## config.mk

```make
export PLATFORM = sky130hd
export DESIGN_NAME = store_buffer
export DESIGN_NICKNAME = d
export VERILOG_FILES = /design/src/rtl/store_buffer.sv
export SDC_FILE = /design/constraint.sdc
export NUM_CORES = 1
export LEC_CHECK = 0
export BUFFER_PORTS_ARGS = -buffer_cell sky130_fd_sc_hd__buf_2
export CAP_MARGIN = 20
export CORE_ASPECT_RATIO = 0.8
export CORE_MARGIN = 5
export CORE_UTILIZATION = 30
export DETAILED_ROUTE_END_ITERATION = 8
export GPL_ROUTABILITY_DRIVEN = 0
export PLACE_DENSITY_LB_ADDON = 0.25
export SETUP_SLACK_MARGIN = 0.1
export SYNTH_ARGS = -nofsm -noshare
export SYNTH_HDL_FRONTEND = slang
export SYNTH_SLANG_ARGS = --single-unit
```

## constraint.sdc

```tcl
create_clock -name clk -period 2.6 [get_ports clk]
set_input_delay 0.52 -clock clk [delete_from_list [all_inputs] [get_ports clk]]
set_output_delay 0.52 -clock clk [all_outputs]
set_load 0.005 [all_outputs]
```

## src/rtl/store_buffer.sv

```systemverilog
// Store buffer: reads len+1 words from SRAM and writes them to DRAM as one
// AXI INCR burst, with a bounded number of burst re-sends on error responses.
module store_buffer #(
    parameter int unsigned DW        = 32,
    parameter int unsigned SRAM_AW   = 8,
    parameter int unsigned DRAM_AW   = 12,
    parameter int unsigned ID_W      = 8,
    parameter int unsigned MAX_RETRY = 1
) (
    input  logic               clk,
    input  logic               rst,
    input  logic               ctrl_store_vld,
    output logic               ctrl_store_rdy,
    input  logic [ID_W-1:0]    ctrl_store_id,
    input  logic [DRAM_AW-1:0] ctrl_store_dram_addr,
    input  logic [7:0]         ctrl_store_len,
    input  logic [2:0]         ctrl_store_size,
    input  logic [SRAM_AW-1:0] ctrl_store_st_addr,
    input  logic [1:0]         ctrl_store_sram_type,
    output logic               store_sram_vld,
    output logic [SRAM_AW-1:0] store_sram_addr,
    output logic [1:0]         store_sram_type,
    input  logic [DW-1:0]      sram_store_dout,
    output logic [ID_W-1:0]    store_axi_awid,
    output logic [DRAM_AW-1:0] store_axi_awaddr,
    output logic [7:0]         store_axi_awlen,
    output logic [2:0]         store_axi_awsize,
    output logic [1:0]         store_axi_awburst,
    output logic               store_axi_awvld,
    input  logic               ctrl_dram_awrdy,
    output logic [DW-1:0]      store_axi_wdata,
    output logic [DW/8-1:0]    store_axi_wstrb,
    output logic               store_axi_wlast,
    output logic               store_axi_wvld,
    input  logic               ctrl_dram_wrdy,
    input  logic [ID_W-1:0]    ctrl_dram_bid,
    input  logic [1:0]         ctrl_dram_bresp,
    input  logic               ctrl_dram_bvld,
    output logic               store_axi_brdy,
    output logic               store_done,
    output logic               store_err
);

    localparam int unsigned SW = DW / 8;
    localparam int unsigned CW = 9;
    localparam int unsigned RW = (MAX_RETRY > 0) ? $clog2(MAX_RETRY + 1) : 1;

    typedef enum logic [2:0] {S_IDLE, S_AW, S_DATA, S_RESP, S_DONE} state_e;

    state_e               state_q, state_d;
    logic [ID_W-1:0]      id_q, id_d;
    logic [DRAM_AW-1:0]   daddr_q, daddr_d;
    logic [7:0]           len_q, len_d;
    logic [2:0]           size_q, size_d;
    logic [SRAM_AW-1:0]   st_addr_q, st_addr_d;
    logic [1:0]           type_q, type_d;
    logic [CW-1:0]        reads_q, reads_d;
    logic [CW-1:0]        beats_q, beats_d;
    logic [1:0][DW-1:0]   fifo_q, fifo_d;
    logic                 wr_ptr_q, wr_ptr_d;
    logic                 rd_ptr_q, rd_ptr_d;
    logic [1:0]           cnt_q, cnt_d;
    logic                 inflight_q, inflight_d;
    logic [RW-1:0]        retry_q, retry_d;
    logic                 err_q, err_d;

    logic                 fifo_empty_c, last_beat_c, read_en_c, wvld_c;
    logic                 pop_c, pop_fifo_c, push_c, clear_c;
    logic [SW-1:0]        strb_c;

    // Next-state: FSM, read issue, fall-through FIFO and beat counting
    always_comb begin
        state_d    = state_q;
        id_d       = id_q;
        daddr_d    = daddr_q;
        len_d      = len_q;
        size_d     = size_q;
        st_addr_d  = st_addr_q;
        type_d     = type_q;
        reads_d    = reads_q;
        beats_d    = beats_q;
        fifo_d     = fifo_q;
        wr_ptr_d   = wr_ptr_q;
        rd_ptr_d   = rd_ptr_q;
        cnt_d      = cnt_q;
        retry_d    = retry_q;
        err_d      = err_q;
        clear_c    = 1'b0;

        fifo_empty_c = (cnt_q == 2'd0);
        last_beat_c  = (beats_q == {1'b0, len_q});
        read_en_c    = (state_q == S_DATA) && (reads_q <= {1'b0, len_q}) &&
                       ((3'(cnt_q) + 3'(inflight_q)) < 3'd2);
        // SRAM data in flight is offered directly when the FIFO is empty
        wvld_c       = (state_q == S_DATA) && (!fifo_empty_c || inflight_q);
        pop_c        = wvld_c && ctrl_dram_wrdy;
        pop_fifo_c   = pop_c && !fifo_empty_c;
        push_c       = inflight_q && !(pop_c && fifo_empty_c);

        inflight_d = read_en_c;
        if (read_en_c) reads_d = reads_q + CW'(1);
        if (pop_c)     beats_d = beats_q + CW'(1);
        if (push_c) begin
            fifo_d[wr_ptr_q] = sram_store_dout;
            wr_ptr_d         = ~wr_ptr_q;
        end
        if (pop_fifo_c) rd_ptr_d = ~rd_ptr_q;
        cnt_d = cnt_q + 2'(push_c) - 2'(pop_fifo_c);

        unique case (size_q)
            3'd0:    strb_c = SW'(1);
            3'd1:    strb_c = SW'(3);
            default: strb_c = '1;
        endcase

        unique case (state_q)
            S_IDLE: begin
                if (ctrl_store_vld) begin
                    id_d      = ctrl_store_id;
                    daddr_d   = ctrl_store_dram_addr;
                    len_d     = ctrl_store_len;
                    size_d    = ctrl_store_size;
                    st_addr_d = ctrl_store_st_addr;
                    type_d    = ctrl_store_sram_type;
                    retry_d   = '0;
                    err_d     = 1'b0;
                    clear_c   = 1'b1;
                    state_d   = S_AW;
                end
            end
            S_AW: begin
                if (ctrl_dram_awrdy) state_d = S_DATA;
            end
            S_DATA: begin
                if (pop_c && last_beat_c) state_d = S_RESP;
            end
            S_RESP: begin
                if (ctrl_dram_bvld && (ctrl_dram_bid == id_q)) begin
                    if (ctrl_dram_bresp == 2'b00) begin
                        err_d   = 1'b0;
                        state_d = S_DONE;
                    end else if (retry_q < RW'(MAX_RETRY)) begin
                        retry_d = retry_q + RW'(1);
                        clear_c = 1'b1;
                        state_d = S_AW;
                    end else begin
                        err_d   = 1'b1;
                        state_d = S_DONE;
                    end
                end
            end
            S_DONE: begin
                state_d = S_IDLE;
            end
            default: state_d = S_IDLE;
        endcase

        if (clear_c) begin
            reads_d    = '0;
            beats_d    = '0;
            cnt_d      = '0;
            wr_ptr_d   = 1'b0;
            rd_ptr_d   = 1'b0;
            inflight_d = 1'b0;
        end
    end

    // State and datapath registers with synchronous reset
    always_ff @(posedge clk) begin
        if (rst) begin
            state_q    <= S_IDLE;
            id_q       <= '0;
            daddr_q    <= '0;
            len_q      <= '0;
            size_q     <= '0;
            st_addr_q  <= '0;
            type_q     <= '0;
            reads_q    <= '0;
            beats_q    <= '0;
            fifo_q     <= '0;
            wr_ptr_q   <= 1'b0;
            rd_ptr_q   <= 1'b0;
            cnt_q      <= '0;
            inflight_q <= 1'b0;
            retry_q    <= '0;
            err_q      <= 1'b0;
        end else begin
            state_q    <= state_d;
            id_q       <= id_d;
            daddr_q    <= daddr_d;
            len_q      <= len_d;
            size_q     <= size_d;
            st_addr_q  <= st_addr_d;
            type_q     <= type_d;
            reads_q    <= reads_d;
            beats_q    <= beats_d;
            fifo_q     <= fifo_d;
            wr_ptr_q   <= wr_ptr_d;
            rd_ptr_q   <= rd_ptr_d;
            cnt_q      <= cnt_d;
            inflight_q <= inflight_d;
            retry_q    <= retry_d;
            err_q      <= err_d;
        end
    end

    assign ctrl_store_rdy    = (state_q == S_IDLE);
    assign store_sram_vld    = read_en_c;
    assign store_sram_addr   = st_addr_q + SRAM_AW'(reads_q);
    assign store_sram_type   = type_q;
    assign store_axi_awid    = id_q;
    assign store_axi_awaddr  = daddr_q;
    assign store_axi_awlen   = len_q;
    assign store_axi_awsize  = size_q;
    assign store_axi_awburst = 2'b01;
    assign store_axi_awvld   = (state_q == S_AW);
    assign store_axi_wdata   = (fifo_empty_c && inflight_q) ? sram_store_dout : fifo_q[rd_ptr_q];
    assign store_axi_wstrb   = wvld_c ? strb_c : '0;
    assign store_axi_wlast   = wvld_c && last_beat_c;
    assign store_axi_wvld    = wvld_c;
    assign store_axi_brdy    = (state_q == S_RESP);
    assign store_done        = (state_q == S_DONE);
    assign store_err         = (state_q == S_DONE) && err_q;

endmodule

```

==> flow_results.org, run 1 <==
** Status
- The run finished, with violations left.
- The final reports fail on negative setup slack.

** Final layout
- The area growth from synthesis to layout is 30.9%.
- Leaving out filler cells and counting taps, the final layout contains 1277.
- Utilization after layout :: 0.399
- Antenna diode count :: 0
- Area of all placed cells without fillers :: 8630 um^2
- In the final layout, the share of cells above drive strength 1 is 0.341.
- At the end of the flow, the number of nets in the layout was 1101.

** Detailed routing
- The first routing iteration left 320 violations.
- In this run the remaining antenna-violating nets after routing total 0.
- Post-route DRC violation count :: 0
- Dividing the detail-routed wire length by the instance count gives 14.7 um.
- First-pass DRT Iterations :: 4
- Number of vias in the routed layout :: 5992
- Vias per cell :: 4.69
- The routed design has 18800 um of wire.

** Logic synthesis
- Number of cells produced by synthesis :: 815
- Main area contributors after synthesis :: dfxtp_1 40%, nand2_1 13%, a21oi_1 6.2%
- After synthesis, the netlist uses 58 different library cells.
- Warnings, synthesis :: 0
- Ys async rst share :: 0
- Most used DFF post-synth :: dfxtp_1
- Cell taking the most area after synthesis :: dfxtp_1
- The share of synthesized area in the top cell type comes to 0.404.
- The number of nets in the synthesized netlist is 924.
- For this run, the register share of the synthesized area comes to 0.404.
- Cell area after synthesis :: 6600 um^2
- The synthesized design contains 0 enable-type register cells.
- After synthesis the netlist holds a flip-flop and latch count of 133.
- Dividing the synthesized area by the synthesized cell count gives 8.09 um^2.

** STA
- Across all hold checks on the routed design, the worst slack comes to 0.338 ns.
- Dividing the final minimum period by the clock period gives 1.01.
- Final Hold Vio Count :: 0
- Final sum of negative setup slack :: -0.0269 ns
- Setup violations remaining at the end of the flow were counted as 1.
- Derived from the worst setup path, the maximum achievable clock frequency is 381 MHz.
- Headroom to the max-slew limit came out at 0.543.
- For the pin with the worst max-slew slack, the measured transition is 0.684 ns.
- The number of max-slew violations in the final report came to 0.
- Clock skew on the completed layout was measured at 0.00593 ns.
- Across all setup checks in the final design, the least slack found is -0.0269 ns.
- Final period demand of the worst path :: 2.63 ns
- Unrepaired setup endpoints after global routing :: true

** Global routing
- Total routing resource utilization after global routing :: 0.149
- The number of global-route vias before repair was 5757.
- Global-route congestion overflow total :: 0
- Entering global routing, the biggest net connects 53 pins.
- The first global-routing pass estimated 30200 um of wire.
- The initial antenna violation count is 2.

** Clocking
- At the later pin of the worst-skew pair, clock insertion delay measures 0.41 ns.
- TritonCTS built the clock tree.
- The clock passes through at most 2 buffers.
- The clock tree synthesis step divided the H-tree into 4 levels.
- Clock transition at the registers of the reported paths :: 0.06 ns
- TritonCTS created 17 clock buffers.
- For this design, the sink count on the clock tree is 133.
- The root buffer cell chosen for the clock tree is clkbuf_16.

** Setup path
- The worst register-to-register path begins at store_axi_awlen[4].
- Along the worst path, the maximum fanout reaches 2.
- Worst R2R End :: reads_q[8]
- STA classifies the critical path endpoint as an output port.
- Worst setup path endpoint :: store_sram_addr[6]
- Setup slack of the worst register-to-register path :: 0.33 ns
- Critical Path Start Type :: flop
- Critical path data arrival time :: 2.11 ns
- Worst r2r path cells :: 11
- Critical path data required time :: 2.08 ns
- The most critical setup path has its startpoint at reads_q[0].
- Class of the most critical setup path :: reg2out

** Placed design
- After legalization and detailed placement, the total HPWL measured 13200 um.
- Summing all placed instances gives a cell area of 7770 um^2.
- The count of buffers added on input and output ports is 173.
- Number of placed instances, taps included :: 1233

** Job
- Max-cap viol count :: 0

** Power and ir drop
- Across the VDD grid, the largest voltage drop is 0.000422 V.
- Pwr per Cell Area :: 723 nW/um^2
- In this run the static leakage power is 3.47 nW.

** Die
- Num rows :: 48
- The die covers 25100 um^2.
- Overall die height :: 143 um
- Core area :: 21600 um^2
- The initial utilization of the core area, before any placement, comes to 0.305.
- For this design the top-level I/O count stands at 176.
- The die is 176 um wide.

** Worst hold path
- The min-delay analysis places its worst path in the category in2reg.
==> Yosys cell counts, types with 2 or more instances <==
library cell / instances
a21oi_1: 82
nor3b_1: 2
and2_1: 4
buf_1: 2
nand2b_1: 3
conb_1: 2
o21ai_0: 36
buf_12: 3
buf_4: 5
nor2_1: 37
nand4_1: 7
xor2_1: 19
and4_1: 2
buf_2: 6
a21oi_2: 29
nand2_1: 225
and3_1: 4
nor3_1: 8
dfxtp_1: 133
nand3_1: 5
o2111ai_1: 2
nor2b_1: 2
clkbuf_1: 33
mux2i_1: 33
o211ai_1: 2
a21o_1: 5
buf_6: 5
nand2_2: 29
a2111oi_4: 2
and4b_1: 2
inv_1: 19
xnor2_1: 20
a211o_1: 2
ha_1: 19
nor4_1: 3
==> per-stage QoR <==
stage          setup WS (ns)  power [W]
3_5_place_dp           0.198    0.00373
3_3_place_gp           0.222    0.00373
6_report             -0.0269    0.00624
5_1_grt               -0.228    0.00660
2_1_floorplan          0.213    0.00315
4_1_cts             -0.00797    0.00628
==> registers in the layout, summed over array words and instances (netlist names), 2 cells and up <==
register,count
store_axi_awlen,8
store_axi_awid,8
store_axi_awaddr,12
reads_q,9
st_addr_q,8
store_axi_awsize,3
state_q,3
store_sram_type,2
cnt_q,2
beats_q,9
fifo_q,64
==> cell type report <==
| cell class | instances | area [um^2] |
|---|---|---|
| fill | 2242 | 13000 |
| multi-input combinational | 610 | 3670 |
| timing repair buffer | 211 | 1260 |
| tap | 275 | 344 |
| clock buffer | 25 | 495 |
| clock inverter | 4 | 95.1 |
| sequential | 133 | 2700 |
| inverter | 19 | 71.3 |
==> cells in the final DEF, fill, tap and decap left out, types with 20 or more instances in the layout <==
| cell type | synthesis | routed |
|---|---|---|
| dfxtp_1 | 133 | 115 |
| a21oi_1 | 82 | 81 |
| a21oi_2 | 29 | 30 |
| buf_2 | 6 | 172 |
| nand2_2 | 29 | 29 |
| nand2_1 | 225 | 225 |
| mux2i_1 | 33 | 33 |
| buf_4 | 5 | 30 |
| o21ai_0 | 36 | 34 |
| nor2_1 | 37 | 33 |
| xnor2_1 | 20 | 20 |
==> timing repair <==
item                                    CTS  global route
gates cloned                              0             1
hold buffers                              0             0
resized for setup                        37             8
endpoints found under the setup margin   26            25
buffers inserted                         11             4
pin swaps                                12             8
==> logic make-up after synthesis <==
group	after synthesis	share of synthesized area
AND/OR/NAND/NOR	343	0.229
AO/OA/AOI/OAI	172	0.167
flip-flops	133	0.404
buffers and inverters	73	0.0586
XOR/XNOR	39	0.0518
multiplexers	33	0.0501
adder cells (fa/ha/maj)	20	0.0391
other	2	0.00114
==> power breakdown <==
part / total [W] / internal, W / switching (W)
Sequential: 0.00231 / 0.00219 / 0.000118
Combinational: 0.00146 / 0.000643 / 0.000820
Clock: 0.00247 / 0.00160 / 0.000871
==> layer usage <==
layer | vias to the layer above | track usage | part of all wire
met4 | 2 | 0.0394 | 0.0089
met1 | 2753 | 0.213 | 0.50
met5 | - | 0 | 0.00037
li1 | 3072 | - | -
met2 | 152 | 0.219 | 0.42
met3 | 13 | 0.0437 | 0.064
==> worst max-delay path, cell delays in order, from the launching register on <==
cell	delay, ns
dfxtp_2	0.35
ha_4	0.13
inv_2	0.03
fa_2	0.34
nor2b_1	0.11
o21ai_1	0.07
a21boi_1	0.20
o21a_1	0.13
nor2_1	0.04
xnor2_1	0.14
buf_2	0.14
==> worst min-delay path by stage <==
stage | start | to | slack, ns | cells after the start
5_1_grt | ctrl_store_dram_addr[4] | store_axi_awaddr[4] | 0.32 | 3
4_1_cts | ctrl_store_dram_addr[4] | store_axi_awaddr[4] | 0.32 | 3
3_5_place_dp | fifo_q[48] | fifo_q[48] | 0.45 | 2
3_3_place_gp | store_sram_type[0] | store_sram_type[0] | 0.44 | 2
6_report | ctrl_store_len[4] | store_axi_awlen[4] | 0.34 | 3
2_1_floorplan | fifo_q[0] | fifo_q[0] | 0.44 | 2
No activity file was read; power rests on OpenSTA's default activity.
==> inputs of run 2 (changes only) <==
==> constraint.sdc (replaced) <==
create_clock -name clk -period 2.6 [get_ports clk]
set_input_delay 0.39 -clock clk [delete_from_list [all_inputs] [get_ports clk]]
set_output_delay 0.39 -clock clk [all_outputs]
set_load 0.005 [all_outputs]
==> run 2 against run 1 <==
- the flow now finishes without violations
- count of clock-buffer cells in the layout shrank 2
- critical path type unchanged
- core utilization is 0.57 points lower
- combinational power down 4%
- design area decreased by 1.4%
- final cell count increased by 0.16%
- sequential share of layout area up 0.41 points
- clock power down 8.9%
- routed wire length down 1.1%
- largest cell class unchanged
- highest routed layer unchanged
==> flow_results.org, run 2 (synthesis gave the netlist of run 1 again) <==
** Status
- Outcome: finished, final reports clean (was finished, violations left).

** Die
- Total die area :: 25100 um^2 (unchanged)
- Num rows :: 48 (unchanged)
- The I/O pin count was 176 (unchanged).
- Core area :: 21600 um^2 (unchanged)
- The initial cell density of the core came to 0.305 (unchanged).
- The y dimension of the die was 143 um (unchanged).
- Die extent in x :: 176 um (unchanged)

** Final layout
- Relative area change from synthesis to final layout :: 29.0% (was 30.9%)
- The number of antenna cells inserted came to 0 (unchanged).
- Register name with the most flops :: fifo_q (unchanged)
- Commonest cells after routing, fill and taps aside: 225 x nand2_1, 172 x buf_2, 120 x dfxtp_1 (was 225 x nand2_1, 172 x buf_2, 115 x dfxtp_1).
- Count of filler cells inserted in the layout :: 2258 (was 2242)
- Share of final-layout standard cells stronger than drive strength 1 :: 0.335 (was 0.341)
- Final cell count without fillers :: 1279 (was 1277)
- Number of flip-flops under the largest register name :: 64 (unchanged)
- Number of nets in the layout :: 1100 (was 1101)
- The final core utilization came to 0.394 (was 0.399).
- The commonest non-fill, non-tap cell in the layout is nand2_1 (unchanged).

** Setup path
- The nature of the critical path endpoint was an output port (unchanged).
- Critical Path Max Stage Delay :: 0.41 ns (was 0.35 ns)
- CP Cell Sequence :: inv_2 > ha_4 > a21o_1 > a21o_1 > a2111oi_4 > o21ai_2 > inv_1 > buf_2 (was ha_4 > inv_2 > fa_2 > nor2b_1 > o21ai_1 > a21boi_1 > o21a_1 > nor2_1 > xnor2_1 > buf_2)
- Class of the most critical setup path :: reg2out (unchanged)
- The largest fanout on the critical path came to 2 (unchanged).
- Critical Path Start Type :: flop (unchanged)
- Counting stages on the worst path, the most repeated cell is a21o_1.
- The cell count along the critical path came to 8 (was 10).
- Worst r2r path cells :: 12 (was 11)
- Combined buffer and inverter count along the critical path :: 3 (was 2)
- The worst endpoint data arrival time came to 2.10 ns (was 2.11 ns).
- Critical path's slowest cell :: a2111oi_4 (was dfxtp_2)
- The required time of the worst setup path came to 2.21 ns (was 2.08 ns).
- The cell family contributing the most delay on the critical path was compound AO/OA/AOI/OAI gates (was adder cells).

** Detailed routing
- The amount of wire on met2 after detailed routing was 7810 um (was 7950 um).
- Top routing layer in use :: met5 (unchanged)
- Number of nets still failing antenna checks after routing :: 0 (unchanged)
- Number of DRC violations after detailed-routing iteration 0 :: 309 (was 320)
- Total Wirelength :: 18600 um (was 18800 um)
- WL/cell :: 14.6 um (was 14.7 um)
- Number of vias in the routed layout :: 5897 (was 5992)
- Met3 layer wire length in the routed design :: 1110 um (was 1210 um)
- The post-detailed-route DRC marker count was 0 (unchanged).
- Vias per cell :: 4.61 (was 4.69)
- The length of routed wiring on met1 came to 9610 um (was 9480 um).
- First-pass DRT Iterations :: 4 (unchanged)

** STA
- Unrepaired setup endpoints after global routing :: true (unchanged)
- FMAX :: 401 MHz (was 381 MHz)
- Setup-failing EPs final :: 0 (was 1)
- The worst setup margin was 0.109 ns (was -0.0269 ns).
- Max Clock Skew :: 0.00870 ns (was 0.00593 ns)
- Final Hold Vio Count :: 0 (unchanged)
- The transition time at the pin with the least slew margin was 0.579 ns (was 0.684 ns).
- The final critical-path required period is 2.49 ns (was 2.63 ns).
- The relative slew slack was 0.613 (was 0.543).
- The part of the cycle the worst path needs is 0.958 (was 1.01).
- The tightest hold margin is 0.206 ns (was 0.338 ns).
- Max-slew violations :: 0 (unchanged)

** Power and ir drop
- The static leakage is 3.41 nW (was 3.47 nW).
- The worst ir drop on vdd came to 0.000356 V (was 0.000422 V).
- Pwr per Cell Area :: 700 nW/um^2 (was 723 nW/um^2)
- The sum of internal, switching and leakage power was 0.00596 W (was 0.00624 W).

** Worst hold path
- The cell count of the worst hold path was 3 (unchanged).
- Min-delay worst type :: in2reg (unchanged)

** Clocking
- The maximum root-to-sink buffer count was 2 (unchanged).
- The clock transition at the registers of the reported paths came to 0.06 ns (about the same).
- TritonCTS clock tree :: done (unchanged)
- Number of H-tree levels :: 4 (unchanged)
- The number of clock buffers inserted by TritonCTS is 17 (unchanged).
- CTS root buf :: clkbuf_16 (unchanged)
- The count of clock tree sinks was 133 (unchanged).
- The cts-stage hold buffer count was 0 (unchanged).
- Clock latency on the worst-skew pair :: 0.41 ns (about the same)

** Global routing
- Antenna violations before repair :: 1 (was 2)
- The largest net degree at the start of global routing was 53 (unchanged).
- The first-pass GRT wire length came to 30400 um (was 30200 um).
- Global-route congestion overflow total :: 0 (unchanged)
- The total routing usage reported by global routing is 0.150 (was 0.149).
- Via count of the first global-routing pass :: 5768 (was 5757)

** Placed design
- DP HPWL :: 13100 um (was 13200 um)
- The worst setup slack after placement came to 0.201 ns (was 0.198 ns).
- Buffers on Ports :: 173 (unchanged)
- The number of instances in the placed design was 1230 (was 1233).

** Job
- Max-cap viol count :: 0 (unchanged)
## run 2: final timing paths
| kind | slack, ns | end | startpoint |
|---|---|---|---|
| setup / recovery | 0.11 | store_sram_vld | store_axi_awlen[2] |
| hold / removal | 0.21 | store_axi_awlen[4] | ctrl_store_len[4] |
| setup reg to reg | 0.24 | reads_q[0] | store_axi_awlen[2] |
| hold reg to reg | 0.45 | store_axi_awaddr[0] | store_axi_awaddr[0] |
## run 2: per-layer routing
layer | up-vias | global-route usage
li1 | 3069 | -
met4 | 2 | 0.0381
met5 | - | 0
met2 | 130 | 0.225
met1 | 2688 | 0.210
met3 | 8 | 0.0482
## run 2: metrics by stage
step	TNS, ns	instance area, um^2
after detailed placement	0	7700
after floorplan	0	6600
after global placement	0	7700
final	0	8510
after CTS	0	8410
after global routing	-0.00904	8510
## run 2: worst reg2reg max path, cell delays in order (launching register included)
cell and delay [ns]:
dfxtp_2 0.34, inv_2 0.06, ha_4 0.24, a21o_1 0.17, a21o_1 0.20, a2111oi_4 0.41, o21ai_2 0.10, buf_4 0.15
buf_4 0.12, buf_4 0.12, buf_4 0.14, xnor2_2 0.12, nor2_1 0.12
## run 2: area by class of cell
| cell class | count | area [um^2] | area share |
|---|---|---|---|
| clock buffers | 23 | 468 | 0.0550 |
| clock inverters | 9 | 78.8 | 0.00926 |
| inverters | 19 | 71.3 | 0.00838 |
| multi-input cells | 609 | 3640 | 0.428 |
| flip-flops and latches | 133 | 2690 | 0.316 |
| well taps | 275 | 344 | 0.0404 |
| repair buffers | 211 | 1220 | 0.143 |
## run 2: power by group
part / leakage (nW) / switching [W] / internal [W] / total [W]
sequential: 1.09 / 0.000117 / 0.00219 / 0.00231
combinational: 2.06 / 0.000802 / 0.000601 / 0.00140
clock: 0.267 / 0.000891 / 0.00136 / 0.00225
total: 3.41 / 0.00181 / 0.00415 / 0.00596
## run 2: repair_timing
item                       in CTS  in global routing
pin swaps                      11                  7
setup buffers                  14                  2
resized for setup              23                 13
setup endpoints to repair       4                 27
==> inputs of run 3 (changes only) <==
--- a/config.mk
+++ b/config.mk
@@ -5,7 +5,7 @@
 export SDC_FILE = /design/constraint.sdc
 export NUM_CORES = 1
 export LEC_CHECK = 0
-export BUFFER_PORTS_ARGS = -buffer_cell sky130_fd_sc_hd__buf_2
+export BUFFER_PORTS_ARGS = -buffer_cell sky130_fd_sc_hd__buf_4
 export CAP_MARGIN = 20
 export CORE_ASPECT_RATIO = 0.8
 export CORE_MARGIN = 5
==> run 3 against run 2 <==
- core utilization increased by 2.0 points
- final cell count is essentially flat
- critical path type unchanged
- clock power up 5%
- die area did not move
- total power grew 3.9%
- sequential share of layout area shrank 1.6 points
- routed wire length grew 1.0%
- first-iteration DRC count decreased by 30%
- fmax is 0.36% lower
- worst hold slack better by 0.010 ns
- combinational power is 9% higher
==> flow_results.org, run 3 (synthesis gave the netlist of run 1 again) <==
** Final layout
- The number of nets in the layout is 1101 (was 1100).
- The final core utilization is 0.414 (was 0.394).
- The fraction of final layout cells sized beyond drive strength 1 was 0.333 (was 0.335).
- Commonest cells after routing, fill and taps aside :: 225 x nand2_1, 207 x buf_4, 119 x dfxtp_1 (was 225 x nand2_1, 172 x buf_2, 120 x dfxtp_1)
- Register name with the most flops :: fifo_q (unchanged)
- The synthesis-to-finish area growth is 35.7% (was 29.0%).
- The commonest non-fill, non-tap cell in the layout was nand2_1 (unchanged).
- The number of flip-flops under the largest register name came to 64 (unchanged).
- The number of antenna cells inserted came to 0 (unchanged).
- The fill cell instance count of the final layout was 2197 (was 2258).
- The cell area after layout was 8950 um^2 (was 8510 um^2).
- The final standard cell count with taps included and fillers excluded is 1278 (was 1279).

** STA
- Final Hold Vio Count :: 0 (unchanged)
- Final period demand of the worst path :: 2.50 ns (was 2.49 ns)
- Slew of the pin with the lowest slew margin :: 1.06 ns (was 0.579 ns)
- The part of the cycle the worst path needs came to 0.961 (was 0.958).
- The number of max-slew violations in the final report was 0 (unchanged).
- The tightest hold margin came to 0.217 ns (was 0.206 ns).
- The relative slew slack was 0.293 (was 0.613).
- Unrepaired setup endpoints after global routing :: true (unchanged)
- The largest clock skew in the final design came to 0.00806 ns (was 0.00870 ns).
- Setup-failing EPs final :: 0 (unchanged)
- The total negative slack was 0 ns (unchanged).
- FMAX :: 400 MHz (was 401 MHz)

** Die
- Core area :: 21600 um^2 (unchanged)
- The y dimension of the die is 143 um (unchanged).
- Die extent in x :: 176 um (unchanged)
- Number of I/O pins :: 176 (unchanged)
- Total die area :: 25100 um^2 (unchanged)
- Starting Density :: 0.305 (unchanged)
- The total number of placement rows is 48 (unchanged).

** Power and ir drop
- Clock power share :: 0.381 (was 0.377)
- The sequential group share of total power was 0.374 (was 0.387).
- The worst ir drop on vdd was 0.000447 V (was 0.000356 V).
- Design internal power :: 0.00441 W (was 0.00415 W)
- Gate power share :: 0.245 (was 0.235)
- Net switching power of the design :: 0.00179 W (was 0.00181 W)
- The switching part of the total power came to 0.289 (was 0.304).
- The total power density per cell area came to 692 nW/um^2 (was 700 nW/um^2).
- The static leakage was 3.50 nW (was 3.41 nW).

** Job
- The max capacitance violation total was 0 (unchanged).

** Detailed routing
- Number of nets still failing antenna checks after routing :: 0 (unchanged)
- The via count is 5916 (was 5897).
- Vias per cell :: 4.63 (was 4.61)
- First-pass DRT Iterations :: 5 (was 4)
- The average wire per cell in the routed design was 14.7 um (was 14.6 um).
- The detailed router's first-iteration violation count was 215 (was 309).
- The total wirelength of the detailed-routed design came to 18800 um (was 18600 um).
- The post-detailed-route DRC marker count is 0 (unchanged).

** Clocking
- The clock network latency to the later pin of the worst-skew pair is 0.41 ns (about the same).
- The count of clock tree sinks came to 133 (unchanged).
- The CTS tree is done (unchanged).
- Hold_buf cts :: 0 (unchanged)
- The maximum root-to-sink buffer count is 2 (unchanged).
- Clock transition at the registers of the reported paths :: 0.06 ns (about the same)
- The number of clock buffers inserted by TritonCTS was 17 (unchanged).
- The level count of the clock H-tree was 4 (unchanged).
- The library cell used as clock root buffer was clkbuf_16 (unchanged).

** Setup path
- The maximum single-stage delay on the critical path was 0.35 ns (was 0.41 ns).
- The slowest library cell on the worst path was dfxtp_2 (was a2111oi_4).
- The number of buffer and inverter instances along the worst setup path was 2 (was 3).
- The worst reg-to-reg setup slack is 0.39 ns (was 0.24 ns).
- Class of the most critical setup path :: reg2out (unchanged)
- Critical Path Start Type :: flop (unchanged)
- CP Cell Sequence: ha_4 > inv_2 > fa_2 > nor2b_1 > o21ai_1 > a21boi_1 > o21a_1 > nor2_1 > xnor2_1 > buf_4 (was inv_2 > ha_4 > a21o_1 > a21o_1 > a2111oi_4 > o21ai_2 > inv_1 > buf_2).
- The worst endpoint data arrival time came to 2.11 ns (was 2.10 ns).
- The required time of the worst setup path came to 2.21 ns (about the same).
- The nature of the critical path endpoint is an output port (unchanged).
- Maximum net fanout on the critical path :: 2 (unchanged)
- Top cell family by delay on the critical path :: adder cells (was compound AO/OA/AOI/OAI gates)

** Placed design
- The total cell area at the placement stage is 8120 um^2 (was 7700 um^2).
- The HPWL after detailed placement came to 13300 um (was 13100 um).
- The number of instances in the placed design came to 1229 (was 1230).
- Buffers on Ports :: 173 (unchanged)

** Status
- Outcome :: finished, final reports clean (unchanged)

** Global routing
- The first-pass GRT wire length was 30100 um (was 30400 um).
- The number of global-route vias before repair is 5737 (was 5768).
- Antenna violations before repair :: 0 (was 1)
- Global-route congestion overflow total :: 0 (unchanged)
- Pin count of the biggest net entering global routing :: 65 (was 53)
- The total routing usage reported by global routing is 0.150 (about the same).

** Worst hold path
- The kind of path behind the tightest hold check is in2reg (unchanged).
==> run 3: changes by cell type in the layout (fill, tap and decap cells not counted), moves of 2 or more <==
cell / before / now
dfxtp_2: 8 / 10
clkbuf_8: 2 / 4
buf_4: 34 / 207
buf_2: 172 / 0
clkinv_2: 5 / 2
clkinvlp_4: 2 / 0
==> run 3: stage by stage <==
step	setup WS, ns	power (W)
floorplan	0.343	0.00315
CTS	0.0530	0.00625
global placement	0.283	0.00381
global route	-0.0917	0.00657
finish	0.100	0.00619
detailed placement	0.230	0.00382
==> run 3: final cells by class <==
class | count | area (um^2) | area share
well taps | 275 | 344 | 0.0384
repair buffers | 212 | 1640 | 0.183
flip-flops and latches | 133 | 2690 | 0.301
clock inverters | 4 | 70.1 | 0.00783
inverters | 19 | 71.3 | 0.00797
multi-input cells | 609 | 3640 | 0.406
clock buffers | 26 | 499 | 0.0558
==> run 3: timing repair <==
item / CTS / global route
pin swaps: 9 / 11
gates resized for setup: 21 / 14
buffers inserted: 10 / 8
setup endpoints to repair: 4 / 25
==> run 3: power groups by stage <==
stage / Combinational (W) / Clock (W) / Sequential, W
detailed placement: 0.00146 / 0 / 0.00236
finish: 0.00152 / 0.00236 / 0.00232
global route: 0.00168 / 0.00254 / 0.00234
global placement: 0.00146 / 0 / 0.00235
CTS: 0.00150 / 0.00243 / 0.00232
floorplan: 0.000810 / 0 / 0.00234
==> run 3: tightest hold or removal path, stage by stage <==
cell     delay, ns
buf_4         0.11
nand2_1       0.04
a21oi_1       0.05
==> run 3: worst paths after layout <==
| path | start | endpoint | cells past startpoint |
|---|---|---|---|
| worst max-delay path | st_addr_q[0] | store_sram_addr[6] | 10 |
| worst min register to register | fifo_q[38] | fifo_q[38] | 2 |
| worst min-delay path | ctrl_store_len[6] | store_axi_awlen[6] | 3 |
| worst max register to register | store_axi_awlen[4] | reads_q[8] | 10 |
==> run 3: layer usage <==
metal / vias up / track usage / wire, um
li1: 3058 / - / -
met1: 2710 / 0.205 / 9460
met2: 137 / 0.226 / 7880
met3: 11 / 0.0521 / 1290
met4: 0 / 0.0394 / 176
met5: - / 0 / 0
